--- config.mk ---
export PLATFORM = sky130hd
export DESIGN_NAME = be_clock_ctrl
export DESIGN_NICKNAME = d
export VERILOG_FILES = /design/src/rtl/be_clock_ctrl.sv
export SDC_FILE = /design/constraint.sdc
export NUM_CORES = 1
export LEC_CHECK = 0
export CORE_ASPECT_RATIO = 1.1
export CORE_MARGIN = 2
export CORE_UTILIZATION = 50
export CTS_BUF_LIST = sky130_fd_sc_hd__clkbuf_4 sky130_fd_sc_hd__clkbuf_8 sky130_fd_sc_hd__clkbuf_16
export DETAILED_ROUTE_END_ITERATION = 16
export MAX_ROUTING_LAYER = met4
export PLACE_DENSITY = 0.71
export SLEW_MARGIN = 20
export SYNTH_ARGS = -nofsm -noshare
export SYNTH_HDL_FRONTEND = slang
export SYNTH_SLANG_ARGS = --single-unit
--- constraint.sdc ---
create_clock -name iCLK -period 8.41 [get_ports iCLK]
set_input_delay 2.1025 -clock iCLK [delete_from_list [all_inputs] [get_ports iCLK]]
set_output_delay 2.1025 -clock iCLK [all_outputs]
set_load 0.01 [all_outputs]
--- src/rtl/be_clock_ctrl.sv ---
// CPU clock sequencer: continuous, single-step and N-period burst modes with whole-period start/stop.
// Optional step-button debouncer enabled by defining BE_CLK_DEBOUNCE_EN.
module be_clock_ctrl #(
    parameter int unsigned BASE_DIV        = 25000000,
    parameter int unsigned DEBOUNCE_CYCLES = 500000,
    parameter int unsigned CNT_W           = 26
) (
    input  logic       iCLK,
    input  logic       iRST,
    input  logic       iCONT,
    input  logic       iSTEP_BTN,
    input  logic       iBURST_GO,
    input  logic [7:0] iBURST_LEN,
    input  logic [2:0] iDIV_SEL,
    input  logic       iHLT,
    input  logic       iRESUME,
    output logic       oCLK,
    output logic       oNOT_CLK,
    output logic       oTICK,
    output logic [2:0] oSTATE,
    output logic [7:0] oBURST_REM,
    output logic       oHALTED
);

    typedef enum logic [2:0] {
        S_IDLE   = 3'd0,
        S_RUN    = 3'd1,
        S_STEP   = 3'd2,
        S_BURST  = 3'd3,
        S_HALTED = 3'd4
    } state_t;

    localparam logic [CNT_W-1:0] BASE_H = CNT_W'(BASE_DIV);
    localparam logic [CNT_W-1:0] ONE    = CNT_W'(1);

    state_t           state, state_n;
    logic             clk_q, clk_n;
    logic             not_clk_q;
    logic             tick_q, tick_n;
    logic [CNT_W-1:0] cnt, cnt_n;
    logic [CNT_W-1:0] h_lat, h_n;
    logic [7:0]       burst_rem, rem_n;
    logic [CNT_W-1:0] h_shift, h_sel;
    logic             half_done, start;

    logic step_s1, step_s2, step_lvl, step_lvl_q, step_evt;

    always_ff @(posedge iCLK) begin
        if (iRST) begin
            step_s1    <= 1'b0;
            step_s2    <= 1'b0;
            step_lvl_q <= 1'b0;
        end else begin
            step_s1    <= iSTEP_BTN;
            step_s2    <= step_s1;
            step_lvl_q <= step_lvl;
        end
    end

`ifdef BE_CLK_DEBOUNCE_EN
    logic [CNT_W-1:0] db_cnt;

    // Level only flips after DEBOUNCE_CYCLES consecutive samples disagreeing with it.
    always_ff @(posedge iCLK) begin
        if (iRST) begin
            step_lvl <= 1'b0;
            db_cnt   <= '0;
        end else if (step_s2 == step_lvl) begin
            db_cnt <= '0;
        end else if (db_cnt == CNT_W'(DEBOUNCE_CYCLES - 1)) begin
            step_lvl <= step_s2;
            db_cnt   <= '0;
        end else begin
            db_cnt <= db_cnt + ONE;
        end
    end
`else
    always_comb step_lvl = step_s2;
`endif

    assign step_evt = step_lvl & ~step_lvl_q;

    always_comb begin
        h_shift = BASE_H >> iDIV_SEL;
        h_sel   = (h_shift == '0) ? ONE : h_shift;
    end

    // cnt counts within the current half-period; clk_q tells which half we are in.
    always_comb begin
        state_n   = state;
        clk_n     = clk_q;
        tick_n    = 1'b0;
        cnt_n     = cnt;
        h_n       = h_lat;
        rem_n     = burst_rem;
        start     = 1'b0;
        half_done = (cnt == h_lat - ONE);

        case (state)
            S_IDLE: begin
                clk_n = 1'b0;
                if (iHLT) begin
                    state_n = S_HALTED;
                end else if (iCONT) begin
                    state_n = S_RUN;
                    start   = 1'b1;
                end else if (iBURST_GO && (iBURST_LEN != '0)) begin
                    state_n = S_BURST;
                    rem_n   = iBURST_LEN;
                    start   = 1'b1;
                end else if (step_evt) begin
                    state_n = S_STEP;
                    start   = 1'b1;
                end
            end
            S_RUN, S_STEP, S_BURST: begin
                if (!half_done) begin
                    cnt_n = cnt + ONE;
                end else if (clk_q) begin
                    clk_n = 1'b0;
                    cnt_n = '0;
                end else begin
                    cnt_n = '0;
                    case (state)
                        S_RUN: begin
                            if (iHLT)        state_n = S_HALTED;
                            else if (!iCONT) state_n = S_IDLE;
                            else             start   = 1'b1;
                        end
                        S_STEP: begin
                            state_n = iHLT ? S_HALTED : S_IDLE;
                        end
                        default: begin
                            rem_n = burst_rem - 8'd1;
                            if (iHLT)                    state_n = S_HALTED;
                            else if (burst_rem == 8'd1)  state_n = S_IDLE;
                            else                         start   = 1'b1;
                        end
                    endcase
                end
            end
            S_HALTED: begin
                clk_n = 1'b0;
                if (iRESUME && !iHLT) begin
                    state_n = S_IDLE;
                    rem_n   = '0;
                end
            end
            default: begin
                state_n = S_IDLE;
                clk_n   = 1'b0;
            end
        endcase

        if (start) begin
            clk_n  = 1'b1;
            tick_n = 1'b1;
            cnt_n  = '0;
            h_n    = h_sel;
        end
    end

    always_ff @(posedge iCLK) begin
        if (iRST) begin
            state     <= S_IDLE;
            clk_q     <= 1'b0;
            not_clk_q <= 1'b1;
            tick_q    <= 1'b0;
            cnt       <= '0;
            h_lat     <= ONE;
            burst_rem <= '0;
        end else begin
            state     <= state_n;
            clk_q     <= clk_n;
            not_clk_q <= ~clk_n;
            tick_q    <= tick_n;
            cnt       <= cnt_n;
            h_lat     <= h_n;
            burst_rem <= rem_n;
        end
    end

    assign oCLK       = clk_q;
    assign oNOT_CLK   = not_clk_q;
    assign oTICK      = tick_q;
    assign oSTATE     = state;
    assign oBURST_REM = burst_rem;
    assign oHALTED    = (state == S_HALTED);

endmodule

Word level (Yosys, flattened, before mapping)
Cells that the tools add are included.
{"block": "op_classes", "add_sub_neg": 3, "n_eq_ne": 16, "n_shift": 1, "mux": 40, "bitwise_logic": 3, "reduce_logical": 12}
{"cell": "8-bit 2-to-1 mux", "count": 7}
{"cell": "26-bit 2-to-1 mux", "count": 2}
{"cell": "3-bit 2-to-1 mux", "count": 12}
{"cell": "26-bit by 1-bit adder with 26-bit output, second input constant", "count": 1}
{"cell": "26-bit equality test", "count": 1}
{"cell": "26-bit zero test", "count": 1}
{"cell": "25-bit by 3-bit >> shifter with 26-bit output, first input constant", "count": 1}
{"cell": "26-bit by 1-bit subtractor with 26-bit output, second input constant", "count": 1}
{"cell": "8-bit one-hot mux with 3 select lines", "count": 1}
{"cell": "1-bit 2-to-1 mux", "count": 14}
{"cell": "2-bit inequality test, second input constant", "count": 6}
{"cell": "5-bit inequality test, second input constant", "count": 2}
{"cell": "3-bit one-hot mux with 3 select lines", "count": 1}
{"cell": "8-bit by 1-bit equality test with 1-bit output, second input constant", "count": 1}
{"cell": "8-bit AND reduction", "count": 1}
{"cell": "8-bit nonzero test", "count": 1}
{"cell": "8-bit by 1-bit subtractor with 8-bit output, second input constant", "count": 1}
{"cell": "3-bit by 2-bit equality test with 1-bit output, second input constant", "count": 2}
{"cell": "3-bit one-hot mux with 2 select lines", "count": 1}
{"cell": "6-bit AND reduction", "count": 1}
{"cell": "4-bit inequality test, second input constant", "count": 1}
{"cell": "1-bit one-hot mux with 2 select lines", "count": 2}
{"cell": "2-bit OR reduction", "count": 2}
{"cell": "3-bit by 1-bit equality test with 1-bit output, second input constant", "count": 1}
{"cell": "9 further kinds", "count": 11}
{"block": "word_totals", "regBits": 69, "inputBits": 18, "output_inout_bits": 15, "word_cells": 85}

Longest topological paths before layout
{"block": "logic_depth", "depth_word": 9, "mapped_depth": 15, "mapped_depth_nobuf": 10}

Worst setup path before layout
OpenSTA, ideal clock, no wires.
{"block": "synth_timing", "path_kind": "input to register", "from": "in iBURST_LEN[2]", "to": "reg cnt[14]", "setup_time_ns": 0.073, "arrival_time_ns": 3.781, "required_ns": 8.337, "slack_ns": 4.556, "cell_stages": 10, "path_buffers": 3, "path_cell_list": "nor4_1 a21oi_1 nor2_1 o21ai_0 nor2b_1 clkbuf_1 or3_1 buf_6 buf_6 nor3_2"}
{"block": "synth_via", "elab_chain_cells": 7}
{"item": "start, declared", "line": "13", "rtl": "input logic [7:0] iBURST_LEN,"}
{"item": "8-bit nonzero test", "line": "107", "rtl": "end else if (iBURST_GO && (iBURST_LEN != '0)) begin"}
{"item": "1-bit logical AND", "line": "107"}
{"item": "1-bit 2-to-1 mux", "line": "107"}
{"item": "1-bit 2-to-1 mux", "line": "104", "rtl": "end else if (iCONT) begin"}
{"item": "1-bit 2-to-1 mux", "line": "102", "rtl": "if (iHLT) begin"}
{"item": "1-bit one-hot mux with 2 select lines", "line": "99", "rtl": "case (state)"}
{"item": "2-bit OR reduction (no source line)"}
{"item": "end signal, assigned", "line": "177", "rtl": "cnt <= cnt_n;"}
{"item": "end, declared", "line": "40", "rtl": "logic [CNT_W-1:0] cnt, cnt_n;"}
No other way between the ends.
A chain may end at the register's enable or synchronous reset.

Final worst setup path
{"block": "layout_timing", "from": "reg h_lat[0]", "to": "reg h_lat[2]"}
{"block": "layout_via", "elab_chain_cells": 4}
{"item": "start, declared", "line": "41", "rtl": "logic [CNT_W-1:0] h_lat, h_n;"}
{"item": "start signal, assigned", "line": "178", "rtl": "h_lat <= h_n;"}
{"item": "26-bit by 1-bit subtractor with 26-bit output", "line": "97", "rtl": "half_done = (cnt == h_lat - ONE);"}
{"item": "26-bit equality test", "line": "97"}
{"item": "1-bit 2-to-1 mux", "line": "117", "rtl": "if (!half_done) begin"}
{"item": "1-bit one-hot mux with 2 select lines", "line": "99"}
No other way between the ends.

==> results.md <==
- Run status: finished, final reports clean
- Level count of the clock H-tree: 3
- Post-CTS setup repair buffer count: 0
- Detail Route Antenna Nets: 0
- Buffer cell driving the clock tree root: sky130_fd_sc_hd__clkbuf_8
- Y dimension of the die: around 100 um
- Initial antenna violation count: 0
- Synth top cells by count: 68 x sky130_fd_sc_hd__dfxtp_1, 47 x sky130_fd_sc_hd__nor2_1, 39 x sky130_fd_sc_hd__nand2_1
- Final setup vio count: 0
- Cts hold-fix bufs: 0
- Required time of the critical path: 8.63 ns
- Via count of the first global-routing pass: 3947
- Count of input and output buffers: 32
- HPWL after DPL: approximately 8000 um
- Final Hold Vio Count: 0
- Maximum number of pins on one net before global-route repair: 38
- Count of TritonRoute iterations in the first routing pass: 4
- Total count of max-transition violations in the final report: 0
- Wire length of the first global-routing pass: 18800 um
- Horizontal die dimension: ~94 um
- Floorplan row count: 36
- Critical Path Sink Type: flip-flop
- Static leakage power: 1.78 nW
- Maximum buffer depth of the clock tree: 2
- Remaining routing DRC violations: 0
- EDFF count, synth: 0
- Worst clock skew: between 0.01 and 0.015 ns
- Sequential-to-total area share from yosys stat: 0.306
- Final min period: 4.57 ns
- Final worst path period share: 0.544
- DIE AREA: 9680 um^2
- GRT Resource Usage Total: 0.250
- Launch point of the critical path: h_lat[0]
- Maximum Capacitance Violations: 0
- Final layout net count: roughly 600
- Share of async-settable or async-resettable flops after synthesis: 0
- Origin of the critical flop-to-flop path: h_lat[0]
- Core Area: approximately 8700 um^2
- Placed cell count: about 670
- Number of gates resized after CTS: 0
- Setup total negative slack: 0 ns
- Routed length per placed instance: between 15 and 20 um
- I/O pin total: 33
- Instance count of the mapped netlist: roughly 560
- Category of the most critical setup path: reg2reg
- Filler cell count: between 800 and 900
- TritonCTS sink count: 68
- Origin of the worst min-delay path: step_lvl
- Average cell area after synthesis: 8.02 um^2
- Number of vias per cell after detailed routing: approximately 6
- Synthesis warning total: 0
- Area post-placement: between 4000 and 5000 um^2
- Synthesis-stage register bit count: a little under 70
- Routed wire length: approximately 11000 um
- Proportion of netlist area held by the largest area contributor: 0.306
- Total nets after synthesis: between 500 and 600
- Worst endpoint data arrival time: approximately 4.8 ns
- Transition time at the pin with the least slew margin: 0.957 ns
- Number of buffers inserted during clock tree synthesis: 9
- Share of post-route cells with drive strength above 1: 0.0984
- Clock tree from TritonCTS: done
- Post-route non-filler standard cell count: about 700
- Most repeated cell in the gate-level netlist after synthesis: sky130_fd_sc_hd__dfxtp_1
- Clock insertion delay at the later pin of the skew report: ~0.36 ns
- Power density over the cells: approximately 190 nW/um^2
- GRT overflow: 0
- Crit path launch type: flip-flop
- Post-Synthesis Cell Area: around 4500 um^2
- Primary flip-flop cell chosen by synthesis mapping: sky130_fd_sc_hd__dfxtp_1
- Signed area change from the synthesized netlist to the final layout: 12.6%
- Headroom to the max-slew limit: 0.360
- Final RePlAce weighted congestion: slightly below 0.9
- Final design instance area without fill: approximately 5000 um^2
- Cell accounting for the most synthesized area: sky130_fd_sc_hd__dfxtp_1
- Unique cell type count in the Yosys netlist: 60
- Maximum fanout count along the critical path: 27
- Initial Util: 0.510
- Diode insertion count for antenna repair: 0
- Maximum ir drop on the vdd rail: roughly 120 uV
- Max frequency: between 200 and 250 MHz
- Clk pin slew, worst setup/hold paths: around 0.080 ns
- Unrepaired setup endpoints after global routing: false
- Type of the most critical hold path: reg2reg
- Vias post-DR: between 4000 and 5000
- DRC marker count from the first detailed-route iteration: 235
- Leading cell types by total area after synthesis: sky130_fd_sc_hd__dfxtp_1 31%, sky130_fd_sc_hd__xor2_1 5.9%, sky130_fd_sc_hd__xnor2_1 5.3%, sky130_fd_sc_hd__nor3_2 4.0%, sky130_fd_sc_hd__nor2_1 4.0%
-- report_power, final --
part | leakage [nW] | internal, W | switching, W | total, W
Clock | 0.122 | 0.000205 | 0.000131 | 0.000336
Combinational | 1.11 | 0.000104 | 0.000125 | 0.000228
Sequential | 0.554 | 0.000341 | 0.0000326 | 0.000373
Total | 1.78 | 0.000649 | 0.000288 | 0.000937
-- flip-flops by register name, summed over array words and instances, names as in the netlist --
signal	count
cnt	26
oCLK	1
h_lat	25
oSTATE	3
step_lvl	1
oBURST_REM	8
oNOT_CLK	1
step_s1	1
oTICK	1
step_lvl_q	1
-- layout make-up --
type	count	area, um^2	share of cell area
Clock inverter	6	111	0.0222
Timing Repair Buffer	36	350	0.0699
Clock buffer	10	138	0.0275
Inverter	12	45.0	0.00898
Sequential cell	68	1360	0.272
Multi-Input combinational cell	437	2870	0.572
Tap cell	114	143	0.0285
-- path summary, 6_finish.rpt --
check | endpoint | slack, ns | cells after the start
worst min register to register | step_lvl_q | 0.44 | 2
worst max-delay path | h_lat[2] | 3.84 | 10
worst min-delay path | step_lvl_q | 0.44 | 2
worst max register to register | h_lat[2] | 3.84 | 10
-- critical path, stage by stage, from the launching register on --
cell,delay [ns]
sky130_fd_sc_hd__dfxtp_1,0.40
sky130_fd_sc_hd__inv_1,0.14
sky130_fd_sc_hd__ha_1,0.36
sky130_fd_sc_hd__nor3b_1,0.54
sky130_fd_sc_hd__nand4_1,0.33
sky130_fd_sc_hd__or4_1,0.62
sky130_fd_sc_hd__a21oi_1,0.17
sky130_fd_sc_hd__and4_1,0.26
sky130_fd_sc_hd__and4_1,0.75
sky130_fd_sc_hd__or2_1,0.64
sky130_fd_sc_hd__o21ai_0,0.21
-- cell usage in the layout, fill, tap and decap left out, types with 9 or more instances in the layout --
cell                              instances
sky130_fd_sc_hd__nand3_1                 19
sky130_fd_sc_hd__nand4_1                  9
sky130_fd_sc_hd__nor3_1                  34
sky130_fd_sc_hd__a21oi_1                 22
sky130_fd_sc_hd__xnor2_1                 27
sky130_fd_sc_hd__xor2_1                  30
sky130_fd_sc_hd__a211oi_1                18
sky130_fd_sc_hd__clkdlybuf4s50_1         32
sky130_fd_sc_hd__nor2b_1                 14
sky130_fd_sc_hd__nand2_1                 39
sky130_fd_sc_hd__clkbuf_8                10
sky130_fd_sc_hd__or3_1                    9
sky130_fd_sc_hd__and3_1                  11
sky130_fd_sc_hd__inv_1                   12
sky130_fd_sc_hd__nor4_1                  11
sky130_fd_sc_hd__nor2_1                  46
sky130_fd_sc_hd__nor3_2                  19
sky130_fd_sc_hd__o21ai_0                 24
sky130_fd_sc_hd__dfxtp_1                 68
-- through the flow --
| stage | total power (W) | utilization | hold WS (ns) | setup WS, ns |
|---|---|---|---|---|
| after floorplan | 0.000542 | - | 0.410 | 4.56 |
| after global placement | 0.000600 | 0.545 | 0.425 | 3.62 |
| after detailed placement | 0.000605 | 0.545 | 0.437 | 3.52 |
| after CTS | 0.000940 | 0.573 | 0.446 | 3.76 |
| after global routing | 0.000981 | 0.574 | 0.467 | 3.50 |
| final | 0.000937 | 0.574 | 0.445 | 3.84 |
-- metal layers --
layer / track usage / vias to the layer above / part of all wire / routed length, um
met4: 0.101 / 0 / 0.023 / 257
met1: 0.328 / 1999 / 0.47 / 5250
met5: - / - / 0 / 0
li1: - / 2045 / - / -
met3: 0.0453 / 22 / 0.047 / 526
met2: 0.383 / 117 / 0.47 / 5250
-- cell families (layout without fill, tap and decap cells) --
kind of cell | count (synthesis) | count (layout) | synth area share
compound gates | 115 | 115 | 0.179
xor+xnor | 58 | 58 | 0.117
fa+ha+maj | 4 | 4 | 0.0112
buf+inv | 50 | 64 | 0.0525
flops | 68 | 68 | 0.306
mux | 3 | 3 | 0.00674
simple gates | 257 | 257 | 0.328
No activity file was read; power rests on OpenSTA's default activity.
